`config.mk`:
```
export PLATFORM = sky130hd
export DESIGN_NAME = uart_tx_arbiter
export DESIGN_NICKNAME = d
export VERILOG_FILES = /design/src/rtl/uart_tx_arbiter_pkg.sv /design/src/rtl/uart_arb_rr_pick.sv /design/src/rtl/uart_tx_arbiter.sv
export SDC_FILE = /design/constraint.sdc
export NUM_CORES = 1
export LEC_CHECK = 0
export ABC_AREA = 0
export BUFFER_PORTS_ARGS = -buffer_cell sky130_fd_sc_hd__buf_2
export CAP_MARGIN = 30
export CORE_MARGIN = 2
export CORE_UTILIZATION = 49
export CTS_CLUSTER_DIAMETER = 40
export DETAILED_ROUTE_END_ITERATION = 12
export GPL_TIMING_DRIVEN = 1
export PLACE_DENSITY = 0.89
export SYNTH_ARGS = -nofsm -noshare
export SYNTH_HDL_FRONTEND = slang
export SYNTH_SLANG_ARGS = --single-unit
```
`constraint.sdc`:
```
create_clock -name i_Clk -period 2.7 [get_ports i_Clk]
set_clock_uncertainty 0.15 [all_clocks]
set_input_delay 0 -clock i_Clk [delete_from_list [all_inputs] [get_ports i_Clk]]
set_output_delay 0 -clock i_Clk [all_outputs]
set_load 0.03 [all_outputs]
```
`src/rtl/uart_tx_arbiter_pkg.sv`:
```
// uart_tx_arbiter_pkg: arbiter state encodings and the default mid-packet stall limit.
package uart_tx_arbiter_pkg;

    typedef enum logic [1:0] {
        ST_IDLE = 2'd0,
        ST_SEND = 2'd1,
        ST_WAIT = 2'd2
    } state_e;

    // 1 ms at the 12 MHz board clock
    localparam int TIMEOUT_CYCLES_DEF = 12000;

endpackage

```
`src/rtl/uart_arb_rr_pick.sv`:
```
// uart_arb_rr_pick: combinational round-robin picker; first valid index at or above the pointer, with wrap.
module uart_arb_rr_pick #(
    parameter  int NUM_REQ = 4,
    localparam int REQ_W   = $clog2(NUM_REQ)
) (
    input  logic [NUM_REQ-1:0] i_valid,
    input  logic [REQ_W-1:0]   i_ptr,
    output logic [NUM_REQ-1:0] o_onehot,
    output logic [REQ_W-1:0]   o_idx,
    output logic               o_any
);

    // Walk offsets from the far end down so the nearest valid index wins.
    always_comb begin
        logic [REQ_W-1:0] k;
        k        = '0;
        o_onehot = '0;
        o_idx    = '0;
        for (int i = NUM_REQ - 1; i >= 0; i--) begin
            k = REQ_W'((int'(i_ptr) + i) % NUM_REQ);
            if (i_valid[k]) begin
                o_onehot    = '0;
                o_onehot[k] = 1'b1;
                o_idx       = k;
            end
        end
    end

    assign o_any = |i_valid;

endmodule

```
`src/rtl/uart_tx_arbiter.sv`:
```
// uart_tx_arbiter: round-robin, packet-locked sharing of one UART TX between NUM_REQ byte streams.
// Define UART_ARB_TIMEOUT_EN to release a stalled owner after TIMEOUT_CYCLES and expose o_Timeout.
module uart_tx_arbiter
    import uart_tx_arbiter_pkg::*;
#(
    parameter int NUM_REQ = 4
`ifdef UART_ARB_TIMEOUT_EN
    , parameter int TIMEOUT_CYCLES = TIMEOUT_CYCLES_DEF
`endif
) (
    input  logic                 i_Clk,
    input  logic                 i_Rst_L,
    input  logic [NUM_REQ-1:0]   i_Req_Valid,
    input  logic [NUM_REQ*8-1:0] i_Req_Data,
    input  logic [NUM_REQ-1:0]   i_Req_Last,
    output logic [NUM_REQ-1:0]   o_Req_Ready,
    output logic [NUM_REQ-1:0]   o_Grant,
    output logic                 o_TX_DV,
    output logic [7:0]           o_TX_Byte,
    input  logic                 i_TX_Active,
    input  logic                 i_TX_Done,
    output logic                 o_Busy
`ifdef UART_ARB_TIMEOUT_EN
    , output logic               o_Timeout
`endif
);

    localparam int REQ_W = $clog2(NUM_REQ);

    state_e               state_q, state_d;
    logic [REQ_W-1:0]     owner_q, owner_d;
    logic [REQ_W-1:0]     ptr_q, ptr_d;
    logic                 last_q, last_d;
    logic [NUM_REQ-1:0]   grant_q, grant_d;
    logic [NUM_REQ-1:0]   ready_q, ready_d;
    logic                 dv_q, dv_d;
    logic [7:0]           byte_q, byte_d;
    logic                 busy_q, busy_d;
    logic [NUM_REQ-1:0]   pick_onehot;
    logic [REQ_W-1:0]     pick_idx;
    logic                 pick_any;
    logic                 fire;
    logic                 rel;
    logic [REQ_W-1:0]     next_ptr;

    uart_arb_rr_pick #(.NUM_REQ(NUM_REQ)) u_pick (
        .i_valid  (i_Req_Valid),
        .i_ptr    (ptr_q),
        .o_onehot (pick_onehot),
        .o_idx    (pick_idx),
        .o_any    (pick_any)
    );

    assign fire     = (state_q == ST_SEND) && i_Req_Valid[owner_q] && !i_TX_Active;
    assign rel      = (state_q == ST_WAIT) && i_TX_Done && last_q;
    assign next_ptr = (owner_q == REQ_W'(NUM_REQ - 1)) ? '0 : owner_q + 1'b1;

`ifdef UART_ARB_TIMEOUT_EN
    localparam int CNT_W = $clog2(TIMEOUT_CYCLES + 1);
    logic [CNT_W-1:0] cnt_q, cnt_d;
    logic             tmo_q, tmo_d;
    logic             stall;
    // The count restarts whenever SEND is (re)entered, so each byte gets a full window.
    assign stall = (state_q == ST_SEND) && !i_Req_Valid[owner_q];
    assign tmo_d = stall && (cnt_q == CNT_W'(TIMEOUT_CYCLES - 1));
    assign cnt_d = (state_q != ST_SEND) ? '0 : stall ? cnt_q + 1'b1 : cnt_q;
    assign o_Timeout = tmo_q;
`endif

    always_comb begin
        state_d = state_q;
        owner_d = owner_q;
        last_d  = last_q;
        ptr_d   = rel ? next_ptr : ptr_q;
        unique case (state_q)
            ST_IDLE: if (pick_any && !i_TX_Active) begin
                state_d = ST_SEND;
                owner_d = pick_idx;
            end
            ST_SEND: if (fire) begin
                state_d = ST_WAIT;
                last_d  = i_Req_Last[owner_q];
            end
            ST_WAIT: if (i_TX_Done) state_d = last_q ? ST_IDLE : ST_SEND;
            default: state_d = ST_IDLE;
        endcase
`ifdef UART_ARB_TIMEOUT_EN
        if (tmo_d) begin
            state_d = ST_IDLE;
            ptr_d   = next_ptr;
        end
`endif
    end

    always_comb begin
        grant_d = (state_d == ST_IDLE) ? '0 : (state_q == ST_IDLE) ? pick_onehot : grant_q;
        ready_d = fire ? NUM_REQ'(1) << owner_q : '0;
        dv_d    = fire;
        byte_d  = fire ? i_Req_Data[{owner_q, 3'b000} +: 8] : byte_q;
        busy_d  = state_d != ST_IDLE;
    end

    always_ff @(posedge i_Clk) begin
        if (!i_Rst_L) begin
            state_q <= ST_IDLE;
            owner_q <= '0;
            ptr_q   <= '0;
            last_q  <= 1'b0;
            grant_q <= '0;
            ready_q <= '0;
            dv_q    <= 1'b0;
            byte_q  <= 8'h00;
            busy_q  <= 1'b0;
`ifdef UART_ARB_TIMEOUT_EN
            cnt_q   <= '0;
            tmo_q   <= 1'b0;
`endif
        end else begin
            state_q <= state_d;
            owner_q <= owner_d;
            ptr_q   <= ptr_d;
            last_q  <= last_d;
            grant_q <= grant_d;
            ready_q <= ready_d;
            dv_q    <= dv_d;
            byte_q  <= byte_d;
            busy_q  <= busy_d;
`ifdef UART_ARB_TIMEOUT_EN
            cnt_q   <= cnt_d;
            tmo_q   <= tmo_d;
`endif
        end
    end

    assign o_Grant     = grant_q;
    assign o_Req_Ready = ready_q;
    assign o_TX_DV     = dv_q;
    assign o_TX_Byte   = byte_q;
    assign o_Busy      = busy_q;

endmodule

```
==> key figures <==
Finish
  – Share of cells above drive strength 1: ~34%
  – Synthesis-to-finish area growth: 33.8%
  – Commonest non-fill, non-tap cell in the layout: buf_2
  – Antenna Cells: 0
  – Commonest cells after routing, fill and taps aside: buf_2, dfxtp_1, nor2_1, dlygate4sd3_1
  – Fill cells: 249
  – # nets final: 308
  – Design area: 2250 µm²
  – Fin cells: 300

Floorplan
  – I/O pin count: 62
  – Die X: about 63 µm
  – Die height: about 63 µm
  – Row count: 21
  – Core Region: 3310 µm²
  – Initial core utilization: 50.8%
  – Die Area: around 4000 µm²

STA
  – Setup violations, final: 0
  – Max-slew violations: 0
  – Fmax: 415 MHz
  – Final worst-path cycle share: 89.4%
  – Final hold vios: 0
  – Worst-Margin Slew: slightly below 700 ps
  – Fin crit period: ~2400 ps
  – Rel. slew slack: 54.5%
  – RSZ-0062 raised after global routing: false
  – Total negative slack: 0 ps

Job
  – Max Cap Viol: 0

Worst setup path
  – Critical Path Sink Type: flip-flop
  – Delay-heaviest family, CP: buffers and inverters
  – Bufs and invs on worst path: 2
  – Critical path's slowest cell: dlygate4sd3_1
  – CP max FO: 10
  – Max incr delay on CP: roughly 550 ps
  – Critical path data arrival time: 2480 ps
  – Crit-path cells: inv_1, ha_1, mux2i_1, a21oi_1, a31oi_1, a21oi_1, dlygate4sd3_1
  – CP Launch Type: flip-flop
  – Required @ worst endpoint: 2770 ps
  – Most frequent CP cell: a21oi_1
  – Worst Setup Path Type: flip-flop to flip-flop

Synthesis
  – Mean Syn Cell Area: between 9 and 10 µm²
  – Yosys cell types: 41
  – Largest area contributor in the netlist: dfxtp_1
  – Cells after synthesis: approximately 180
  – Syn nets: 229
  – Yosys top cell area share: 29.7%
  – Flip-flop and latch count after synthesis: 25
  – Synth Warn #: 0
  – Post-synthesis sequential area ratio: 29.7%
  – Post-Syn Area: 1680 µm²
  – Synth top area cells: dfxtp_1, mux4_2, mux2i_1

Global route
  – Vias in the first global route: 1647
  – Global route overflow: 0
  – Tot GR Track Use: 25.1%
  – Largest net degree at the start of global routing: 17
  – Initial antenna violation count: 0
  – First-pass GRT wire length: 7770 µm

Power
  – PD cells: 356 nW/µm²
  – Leakage power: 1.04 nW
  – Worst vdd ir: ~0.00027 V

Outcome
  – Outcome: completed

Clock network
  – Clock root buffer: clkbuf_4
  – Clock buffer depth: 2
  – Worst-skew pair later-pin latency: 310 ps
  – Worst-path clk slew: 130 ps
  – CTS sink cnt: 25
  – CTS tree: yes
  – CTS H-tree depth: 1
  – TritonCTS Buffers: 3

Detailed routing
  – Remaining antenna violation count: 0
  – Final wirelength: about 4800 µm
  – Post-DR vias/cell: 5.56
  – Routed via count: 1669
  – Remaining DRCs: 0
  – Drt pass-1 iters: 4
  – Detail-routed net length per standard cell: 15.9 µm
  – Initial drt markers: 119

Placement
  – Post-Place Cell Area: 2020 µm²
  – Final weighted congestion in routability-driven placement: 0.921
  – Post-DP HPWL: 3080 µm
  – Placed cell count: between 200 and 300
  – Port Buffer Count: between 60 and 70

Hold path
  – Worst Hold Class: input pin to flip-flop
[worst register-to-register path, delay by kind of cell, from the launching register on]
| kind | cells | cell delay (ps) |
|---|---|---|
| buf+inv | 2 | 660 |
| fa+ha+maj | 1 | 500 |
| compound gates | 3 | 390 |
| flops | 1 | 360 |
| mux | 1 | 260 |
[worst paths after layout]
path         depth (start not counted)  slack (ps)           end            from
max                                  7         290    owner_q[0]        ptr_q[1]
min                                  4           8  o_TX_Byte[0]  i_Req_Data[16]
max reg2reg                          7         290    owner_q[0]        ptr_q[1]
min reg2reg                          2         330    o_Grant[1]      o_Grant[1]
[cell type report]
class	instances	area, µm²	share of cell area, %
Clock buffer	4	26.3	1.17
Inverter	5	18.8	0.834
Multi-Input combinational cell	133	1100	48.7
Sequential cell	25	500	22.2
Tap cell	46	57.6	2.56
Timing Repair Buffer	87	551	24.5
[logic make-up after synthesis]
family                     count (synthesis)  synth area share (%)
AOI/OAI and AO/OA                         34                  14.1
adders and majority gates                  9                  6.69
buffers and inverters                     18                  5.06
DFF                                       25                  29.7
muxes                                     29                  26.6
and+or+nand+nor                           61                  17.8
[cell usage after synthesis, drive strengths merged]
cell type,number
mux2i,14
clkbuf,5
nand2b,6
nor3b,1
a21oi,14
or3,2
mux4,12
ha,9
or2,1
and3b,2
nand4,2
nand2,13
a21boi,1
o21a,1
o211ai,1
a31oi,5
a221o,1
nand4b,1
inv,5
nand3,7
dfxtp,25
o221ai,1
and2,1
o22ai,1
nor4,1
a2bb2oi,1
o21bai,1
and3,1
buf,8
nor2,21
o311ai,1
mux2,3
a32oi,3
nor3,2
o32ai,1
o21ai,2
[through the flow]
step                      hold slack (ps)  util [%]  power [mW]  setup WS [ps]
after floorplan                     -11.6         -       0.543            331
after global placement                149      61.1       0.598            652
after detailed placement              159      61.1       0.603            543
after CTS                            1.21      68.0       0.794            281
after global routing                 5.41      68.0       0.839            137
final                                7.51      68.0       0.801            288
[sequential cells by signal, indices dropped and copies added, names as in the netlist]
| name | cells |
|---|---|
| o_Grant | 4 |
| state_q | 2 |
| o_Busy | 1 |
| last_q | 1 |
| o_TX_DV | 1 |
| o_Req_Ready | 4 |
| ptr_q | 2 |
| owner_q | 2 |
| o_TX_Byte | 8 |
[per-layer routing]
| metal | vias up | track usage, % | share of wire [%] |
|---|---|---|---|
| met4 | 0 | 8.89 | 3.0 |
| met3 | 14 | 4.86 | 5.6 |
| met5 | - | 0 | 0 |
| li1 | 806 | - | - |
| met2 | 59 | 45.6 | 52 |
| met1 | 790 | 29.2 | 39 |
[timing repair]
action,in CTS,in global routing
endpoints found under the hold margin,22,0
setup buffers,0,0
resized for setup,0,0
hold buffers,20,0
[report_power, final]
part / total, mW / switching (mW) / internal [mW]
combinational: 0.240 / 0.117 / 0.123
clock: 0.166 / 0.108 / 0.0578
sequential: 0.395 / 0.0111 / 0.384
(Power assumes the default switching activity.)
